--- src/rtl/clk_div_frac_pkg.sv ---
// Shared types and constants for the multi-channel fractional clock divider.
package clk_div_frac_pkg;

    // Width of the channel index carried on the write port
    localparam int unsigned CChIdxW  = 4;

    // Default divider-word field widths
    localparam int unsigned CDefIntW = 8;
    localparam int unsigned CDefFraW = 4;

    // Divider word as written by software: integer half-period above fraction
    typedef struct packed {
        logic [CDefIntW-1:0] Int;
        logic [CDefFraW-1:0] Fra;
    } divWord_t;

endpackage

--- src/rtl/clk_div_frac_ch.sv ---
// One divider channel: active/shadow divider word, half-period counter and
// output clock. Fractional accumulation is built only when
// CLK_DIV_FRAC_MULTI_FRAC_EN is defined; otherwise Fra is stored but ignored.
module clk_div_frac_ch
    import clk_div_frac_pkg::*;
#(
    parameter int unsigned CIntW = CDefIntW,
    parameter int unsigned CFraW = CDefFraW
) (
    input  logic             AClkH,
    input  logic             AResetH,
    input  logic             AClkHEn,
    input  logic             AChEn,
    input  logic             ASyncStart,
    input  logic             AWrHit,
    input  logic [CIntW-1:0] AWrInt,
    input  logic [CFraW-1:0] AWrFra,
    output logic             AClkOut,
    output logic             ATick
);

    logic [CIntW-1:0] intAct, intActNxt, intShd, intShdNxt;
    logic [CFraW-1:0] fraAct, fraActNxt, fraShd, fraShdNxt;
    logic             pend, pendNxt;
    logic [CIntW-1:0] fCnt, cntNxt;
    logic             fClkOut, clkNxt;
    logic             accClr, accStep;
    logic             carry;

`ifdef CLK_DIV_FRAC_MULTI_FRAC_EN
    logic [CFraW-1:0] fAcc, accNxt;
    logic [CFraW:0]   accSum;

    assign accSum = {1'b0, fAcc} + {1'b0, fraAct};
    assign carry  = accSum[CFraW];

    // Accumulator next value: cleared on restart/new word, stepped on a reload
    always_comb begin
        accNxt = fAcc;
        if (accClr) begin
            accNxt = '0;
        end else if (accStep) begin
            accNxt = accSum[CFraW-1:0];
        end
    end

    // Accumulator register
    always_ff @(posedge AClkH) begin
        if (AResetH) begin
            fAcc <= '0;
        end else if (AClkHEn) begin
            fAcc <= accNxt;
        end
    end
`else
    logic unusedFra;

    assign carry = 1'b0;
    // Fra is held in the active word but has no consumer in this build
    assign unusedFra = ^{fraAct, accClr, accStep};
`endif

    // Next-state: sync restart, idle/disabled hold, count-down, reload/apply
    always_comb begin
        intActNxt = intAct;
        fraActNxt = fraAct;
        intShdNxt = intShd;
        fraShdNxt = fraShd;
        pendNxt   = pend;
        cntNxt    = fCnt;
        clkNxt    = fClkOut;
        accClr    = 1'b0;
        accStep   = 1'b0;
        if (ASyncStart) begin
            cntNxt  = '0;
            clkNxt  = 1'b0;
            accClr  = 1'b1;
            pendNxt = 1'b0;
            if (AWrHit) begin
                intActNxt = AWrInt;
                fraActNxt = AWrFra;
                intShdNxt = AWrInt;
                fraShdNxt = AWrFra;
            end else if (pend) begin
                intActNxt = intShd;
                fraActNxt = fraShd;
            end
        end else begin
            if (!AChEn || (intAct == '0)) begin
                cntNxt = '0;
                clkNxt = 1'b0;
                accClr = 1'b1;
                if (pend) begin
                    intActNxt = intShd;
                    fraActNxt = fraShd;
                    pendNxt   = 1'b0;
                end
            end else if (fCnt != '0) begin
                cntNxt = fCnt - CIntW'(1);
            end else begin
                clkNxt = ~fClkOut;
                if (fClkOut && pend) begin
                    intActNxt = intShd;
                    fraActNxt = fraShd;
                    pendNxt   = 1'b0;
                    accClr    = 1'b1;
                    cntNxt    = (intShd == '0) ? '0 : intShd - CIntW'(1);
                end else begin
                    accStep = 1'b1;
                    cntNxt  = intAct - CIntW'(1) + CIntW'(carry);
                end
            end
            // A new write lands in the shadow after any apply this cycle
            if (AWrHit) begin
                intShdNxt = AWrInt;
                fraShdNxt = AWrFra;
                pendNxt   = 1'b1;
            end
        end
    end

    // Channel state registers, frozen while the clock enable is low
    always_ff @(posedge AClkH) begin
        if (AResetH) begin
            intAct  <= '0;
            fraAct  <= '0;
            intShd  <= '0;
            fraShd  <= '0;
            pend    <= 1'b0;
            fCnt    <= '0;
            fClkOut <= 1'b0;
        end else if (AClkHEn) begin
            intAct  <= intActNxt;
            fraAct  <= fraActNxt;
            intShd  <= intShdNxt;
            fraShd  <= fraShdNxt;
            pend    <= pendNxt;
            fCnt    <= cntNxt;
            fClkOut <= clkNxt;
        end
    end

    assign AClkOut = fClkOut;
    // End-of-period marker: last high cycle of a running channel
    assign ATick   = (fCnt == '0) & fClkOut & AChEn & (intAct != '0) & AClkHEn & ~AResetH;

endmodule

--- src/rtl/clk_div_frac_multi.sv ---
// Multi-channel fractional clock divider top: write decode, ack/err pulses and
// one clk_div_frac_ch per channel. Fractional mode: CLK_DIV_FRAC_MULTI_FRAC_EN.
module clk_div_frac_multi
    import clk_div_frac_pkg::*;
#(
    parameter int unsigned CChCnt = 4,
    parameter int unsigned CIntW  = CDefIntW,
    parameter int unsigned CFraW  = CDefFraW
) (
    input  logic                   AClkH,
    input  logic                   AResetH,
    input  logic                   AClkHEn,
    input  logic                   AWrEn,
    input  logic [CChIdxW-1:0]     AWrCh,
    input  logic [CIntW+CFraW-1:0] AWrData,
    output logic                   AWrAck,
    output logic                   AWrErr,
    input  logic [CChCnt-1:0]      AChEn,
    input  logic                   ASyncStart,
    output logic [CChCnt-1:0]      AClkOut,
    output logic [CChCnt-1:0]      ATick
);

    localparam int unsigned CCmpW = CChIdxW + 1;

    logic wrReq, wrInRange, wrOk, wrBad, syncGo;

    // Write decode: writes and sync pulses only count on enabled cycles
    assign wrReq     = AClkHEn & AWrEn;
    assign wrInRange = ({1'b0, AWrCh} < CCmpW'(CChCnt));
    assign wrOk      = wrReq & wrInRange;
    assign wrBad     = wrReq & ~wrInRange;
    assign syncGo    = AClkHEn & ASyncStart;

    // Single-cycle ack/err pulses for the previous cycle's write
    always_ff @(posedge AClkH) begin
        if (AResetH) begin
            AWrAck <= 1'b0;
            AWrErr <= 1'b0;
        end else begin
            AWrAck <= wrOk;
            AWrErr <= wrBad;
        end
    end

    for (genvar i = 0; i < int'(CChCnt); i++) begin : gCh
        logic wrHit;

        assign wrHit = wrOk & (AWrCh == CChIdxW'(i));

        clk_div_frac_ch #(
            .CIntW (CIntW),
            .CFraW (CFraW)
        ) uCh (
            .AClkH      (AClkH),
            .AResetH    (AResetH),
            .AClkHEn    (AClkHEn),
            .AChEn      (AChEn[i]),
            .ASyncStart (syncGo),
            .AWrHit     (wrHit),
            .AWrInt     (AWrData[CIntW+CFraW-1:CFraW]),
            .AWrFra     (AWrData[CFraW-1:0]),
            .AClkOut    (AClkOut[i]),
            .ATick      (ATick[i])
        );
    end

endmodule

--- config.mk ---
export PLATFORM = sky130hd
export DESIGN_NAME = clk_div_frac_multi
export DESIGN_NICKNAME = d
export VERILOG_FILES = /design/src/rtl/clk_div_frac_pkg.sv /design/src/rtl/clk_div_frac_ch.sv /design/src/rtl/clk_div_frac_multi.sv
export SDC_FILE = /design/constraint.sdc
export NUM_CORES = 1
export LEC_CHECK = 0
export CORE_MARGIN = 2
export CORE_UTILIZATION = 65
export DETAILED_ROUTE_END_ITERATION = 10
export PLACE_DENSITY = 0.85
export SYNTH_ARGS = -nofsm -noshare
export SYNTH_HDL_FRONTEND = slang
export SYNTH_SLANG_ARGS = --single-unit
--- constraint.sdc ---
create_clock -name AClkH -period 5.3 [get_ports AClkH]
set_input_delay 1.06 -clock AClkH [delete_from_list [all_inputs] [get_ports AClkH]]
set_output_delay 1.06 -clock AClkH [all_outputs]
set_load 0.05 [all_outputs]
; Word level (Yosys, flattened, before mapping)
; Index checks and enable logic that the tools add are counted.
; W data, S select, Z words.
[totals]
out_inout_bits = 10
regBits = 106
[op_classes]
n_eq_ne = 11
n_reduce_logical = 57
n_mux = 76
bitwise = 34
n_lt_le_gt_ge = 1
n_addsub = 12
[op_table]
columns = cell, count
row1 = $mux W8, 44
row2 = $logic_not A8 Y1, 12
row3 = $sub A8 B1 Y8 const B, 12
row4 = $reduce_bool A8 Y1, 8
row5 = $mux W1, 32
row6 = $and A1 B1 Y1, 28
row7 = $reduce_and A3 Y1, 8
row8 = $reduce_and A2 Y1, 8
row9 = $reduce_bool A4 Y1, 4
row10 = $ne A4 B2 Y1 const B, 3
row11 = $reduce_bool A3 Y1, 4
row12 = $ne A3 B2 Y1 const B, 3
row13 = $eq A4 B2 Y1 const B, 2
row14 = $not A1 Y1, 6
row15 = $eq A4 B1 Y1 const B, 1
row16 = $logic_and A1 B1 Y1, 4
row17 = $logic_not A1 Y1, 4
row18 = $logic_not A4 Y1, 1
row19 = $logic_or A1 B1 Y1, 4
row20 = $lt A4 B3 Y1 const B, 1
row21 = $ne A4 B1 Y1 const B, 1
row22 = $ne A3 B1 Y1 const B, 1

; Logic depth before layout (Yosys ltp)
[depth]
word_depth = 6
ltp_mapped = 8

; Cells and area by module
; From an unflattened synthesis, not the netlist that was laid out.
[hier_totals]
hier_cells = 993
hier_area_um2 = 7596.0
[modules_own_cells]
columns = module, seq_area_each_um2, cells_each, area_per_inst_um2, instances
row1 = clk_div_frac_ch at gCh[0].uCh ..., 520.5, 257, 1921.8, 3
row2 = clk_div_frac_ch at gCh[3].uCh, 520.5, 210, 1704.1, 1
row3 = clk_div_frac_multi, 40.0, 12, 126.4, 1

; Worst setup path before layout
; Ideal clock, no wire load.
[synth_timing]
path_kind = input-to-output
startpoint = input AClkHEn
endpoint = output ATick[3]
path_buffers = 2
arrival_time_ns = 2.294
required_time_ns = 4.240
path_stages = 6
setup_slack_ns = 1.946
cell_sequence = clkbuf_1 clkinv_1 nor2_1 nand2_1 nor3_1 buf_4
[synth_between]
elab_chain_len = 2
[synth_rtl]
columns = element, line_no
row1 = "start, declared", clk_div_frac_multi.sv:12  ; input logic AClkHEn,
row2 = $and A1 B1 Y1 (2 in a row), clk_div_frac_ch.sv:145  ; assign ATick = (fCnt == '0) & fClkOut & AChEn & (intAct != '0) & AClkHEn & ~AResetH;
row3 = "end, declared", clk_div_frac_multi.sv:21  ; output logic [CChCnt-1:0] ATick
; No other way between the ends.

; Final worst setup path
; Same ends and word-level chain as after synthesis.

==> results.md <==
Pwr:
- The power after layout is 2.00 mW.
- The net switching power is roughly 620 uW.
- The worst IR drop on VDD is 0.315 mV.
- Summed over all cells, the static leakage comes to around 2.9 nW.
- The combinational share of power is 0.223.
- The share of total power dissipated in sequential elements is 0.430.
- The power share of the clock group is 0.347.
- The power density over cell area is 248 mW/mm^2.
- The internal power of the cells totals 1.37 mW.
- Of the total power, the share spent switching nets is 0.312.

Timing:
- Setup repair after global routing left no endpoint under its margin.
- The worst slew margin relative to its limit is 0.234.
- For the final routed database, the setup TNS stands at 0 ns.
- The count of final max-slew check failures is 0.
- The worst slack on hold paths is between 0.5 and 0.6 ns.
- The upper clock frequency limit is 255 MHz.
- Setup violations remaining at the end of the flow were counted as 0.
- The worst path in the final design needs a cycle of slightly below 4 ns, including I/O delays and setup.
- Of the available clock period, the critical path in the final layout requires 0.739.
- The final worst clock skew is 0.0121 ns.
- The slew at the pin with the worst max-slew slack is about 1.1 ns.
- The number of hold violations in the final report is 0.

Drt:
- The average vias per placed instance is 6.83.
- The wire length per cell is 18.2 um.
- The total wire length is around 19,000 um.
- The violation count after the first detailed-route iteration is approximately 760.
- The DRC violation count after routing is 0.
- The detail route stage leaves a number of antenna-violating nets equal to 0.
- The number of iterations in the first detailed-routing pass is 5.
- The total number of vias is around 7,300.

Critical path:
- At the worst endpoint, the required time is 4.24 ns.
- STA classifies the critical path endpoint as an output pin.
- The data arrival time of the worst path is between 2 and 3 ns.
- In this run the worst path has a maximum fanout of 5.
- Grouping stages by cell kind, the critical path spends the most delay in buffers and inverters.
- In this design, the stage delay of the slowest critical-path cell is between 0.5 and 0.6 ns.
- The critical path goes through clkdlybuf4s50_1, clkinv_1, nor2_1, buf_4, nand2_1, nor3_1, buf_12.
- The buffer and inverter count on the worst path is 4.
- The startpoint class of the critical path is an input port.
- By startpoint and endpoint, the worst setup path is classified as input port to output pin.
- The slowest library cell on the worst path is clkdlybuf4s50_1.

Logic synthesis:
- The cell area after synthesis is roughly 0.0076 sq mm.
- The post-synthesis average cell area is a little under 8 sq um.
- After synthesis, the most frequently instantiated cells are dfxtp_1, nand2_1, nor2_1.
- The synthesized design spends more area on one cell type than any other, namely dfxtp_1.
- The number of synthesized flops with an enable pin is 0.
- dfxtp_1 is the most common cell in the netlist.
- The fraction of synthesis flops using an asynchronous set or reset pin is 0.
- Counting every net in the synthesized netlist gives between 1,000 and 1,500.
- The share of synthesized area occupied by flip-flops and latches is 0.280.
- The predominant post-synthesis flop cell is dfxtp_1.
- Synthesis produced between 900 and 1,000 cells.
- For this run, the number of Yosys warnings is 0.
- Synthesis instantiated 76 different standard cells from the library.
- In this run, synthesis produced a sequential element count of approximately 110.
- Ranked by total cell area, the synthesized netlist is headed by dfxtp_1, nand2_1, mux2i_1.
- Of the post-synthesis cell area, the dominant cell type holds 0.280.

GRT:
- The global-route met3 utilization is 0.0577.
- In the global route stage, met1 resource usage came out at 0.418.
- The global-route wire length before repair is approximately 32,000 um.
- The largest net degree at the start of global routing is 54.
- For this run, the total global-route usage over all layers was measured as 0.307.
- The most heavily used metal layer in global routing is met2.
- The total overflow reported by the global router is 0.
- The number of antenna violations at the first check in global routing was 0.
- The met2 track demand over resource in global routing is 0.499.
- The number of global-route vias before repair is about 6,500.

Layout:
- The fraction of final layout cells with drive strength greater than 1 is 0.0628.
- The filler cell count is 948.
- Registers take 0.00212 sq mm.
- The number of antenna cells inserted is 0.
- The total area of multi-input combinational cells is around 0.0049 sq mm.
- The final net count is about 970.
- The area of all placed cells without fillers is between 0.008 and 0.009 sq mm.
- Relative to the synthesized area, the layout overhead comes to 6.34%.

Clock network:
- Clock-pin slew was measured on the worst setup and hold paths at around 0.070 ns.
- TritonCTS created 9 clock buffers.
- The CTS sink count is between 100 and 150.
- At the later pin of the worst-skew pair, clock insertion delay measures around 0.36 ns.
- After clock tree synthesis, the repair step resized 0 gates.
- TritonCTS built the clock tree.
- The tree is rooted in a clkbuf_16.
- Hold repair after CTS inserted 0 buffers.
- The number of post-CTS setup repair buffers is 0.
- The number of levels the H-tree was split into is 3.
- The clock tree buffer depth is 2.

Min path:
- The worst hold path belongs to the class flip-flop to flip-flop.

Floorplanning:
- The die is ~110 um tall.
- The number of top-level pins is 35.
- The effective utilization at floorplan is 0.664.
- The area of the core region is 0.0114 sq mm.
- Measured along the x axis, the die boundary spans 112 um.
- The die footprint is between 0.01 and 0.015 sq mm.
- Row generation in the floorplan step produced 39 rows.

Status:
- The run finished with clean final reports.

Place:
- In this run the tool buffered the top-level ports with 30 buffer cells.
- Routability-driven placement finished with a final weighted congestion of 0.925.
- The detailed placer's ending HPWL is about 13,000 um.
- The placed instance area is 0.00776 sq mm.

Run:
- The max-capacitance violation count is 0.
==> sequential cells by signal, summed over array words and instances (netlist names) <==
name	count
AWrAck	1
AWrErr	1
gCh.uCh.AClkOut	4
gCh.uCh.fCnt	32
gCh.uCh.intAct	32
gCh.uCh.intShd	32
gCh.uCh.pend	4
==> final cells by class <==
| cell class | count | share of cell area |
|---|---|---|
| multi-input cells | 726 | 0.610 |
| repair buffers | 38 | 0.0491 |
| clock buffers | 10 | 0.0284 |
| well taps | 143 | 0.0222 |
| flip-flops and latches | 106 | 0.263 |
| clock inverters | 6 | 0.00900 |
| inverters | 38 | 0.0177 |
==> power by group through the flow <==
stage	Combinational, mW	Sequential [mW]	Clock (mW)
after detailed placement	0.434	0.876	0
final	0.444	0.859	0.693
after global placement	0.427	0.875	0
after CTS	0.437	0.857	0.704
after global routing	0.487	0.863	0.731
after floorplan	0.349	0.862	0
==> cells by family after synthesis <==
logic type / count (synthesis) / share of synthesized area
flops: 106 / 0.280
xor+xnor: 45 / 0.0520
buf+inv: 124 / 0.0713
simple gates: 332 / 0.224
compound gates: 282 / 0.275
mux: 43 / 0.0578
fa+ha+maj: 24 / 0.0396
==> routing by layer <==
layer  wire [um]  vias up
met5           0        -
met4         328        0
met3        1430       39
met2        9160      292
met1        8450     3457
li1            -     3496
==> path summary, 6_finish.rpt <==
check                                  start                                 to  slack, ns  cells past startpoint
min reg2reg  gCh[1].uCh.fCnt[5]$_SDFFE_PP0P_    gCh[1].uCh.fCnt[5]$_SDFFE_PP0P_       0.50                      2
max reg2reg     gCh[0].uCh.pend$_SDFFE_PP0P_  gCh[0].uCh.intAct[3]$_SDFFE_PP0P_       2.81                      5
min          gCh[1].uCh.fCnt[5]$_SDFFE_PP0P_    gCh[1].uCh.fCnt[5]$_SDFFE_PP0P_       0.50                      2
max                                  AClkHEn                           ATick[3]       1.38                      7
==> stage by stage <==
stage / std cells / utilization / worst slack (ns)
2_1_floorplan: 956 / - / 1.95
3_3_place_gp: 1051 / 0.679 / 1.40
3_5_place_dp: 1051 / 0.679 / 1.43
4_1_cts: 1067 / 0.706 / 1.41
5_1_grt: 1067 / 0.706 / 1.34
6_report: 1067 / 0.706 / 1.38
==> tightest hold or removal path, stage by stage, from the launching register on <==
cell and delay, ns:
dfxtp_1 0.34, o21ai_1 0.07, o31ai_1 0.06
==> layout by cell type, fill, tap and decap left out, types with 16 or more instances in the layout <==
master and instances:
o221ai_1 16, a221o_1 18, ha_1 24, mux2i_1 37
clkdlybuf4s50_1 25, xnor2_1 29, o211ai_1 18, a32o_1 32
inv_1 37, a211oi_1 16, o21ai_0 29, nor4_1 21
a31oi_1 23, xor2_1 16, nor2_1 65, dfxtp_1 106
a21oi_1 64, nand2_1 105, nor3_1 43
No activity file was read; power rests on OpenSTA's default activity.
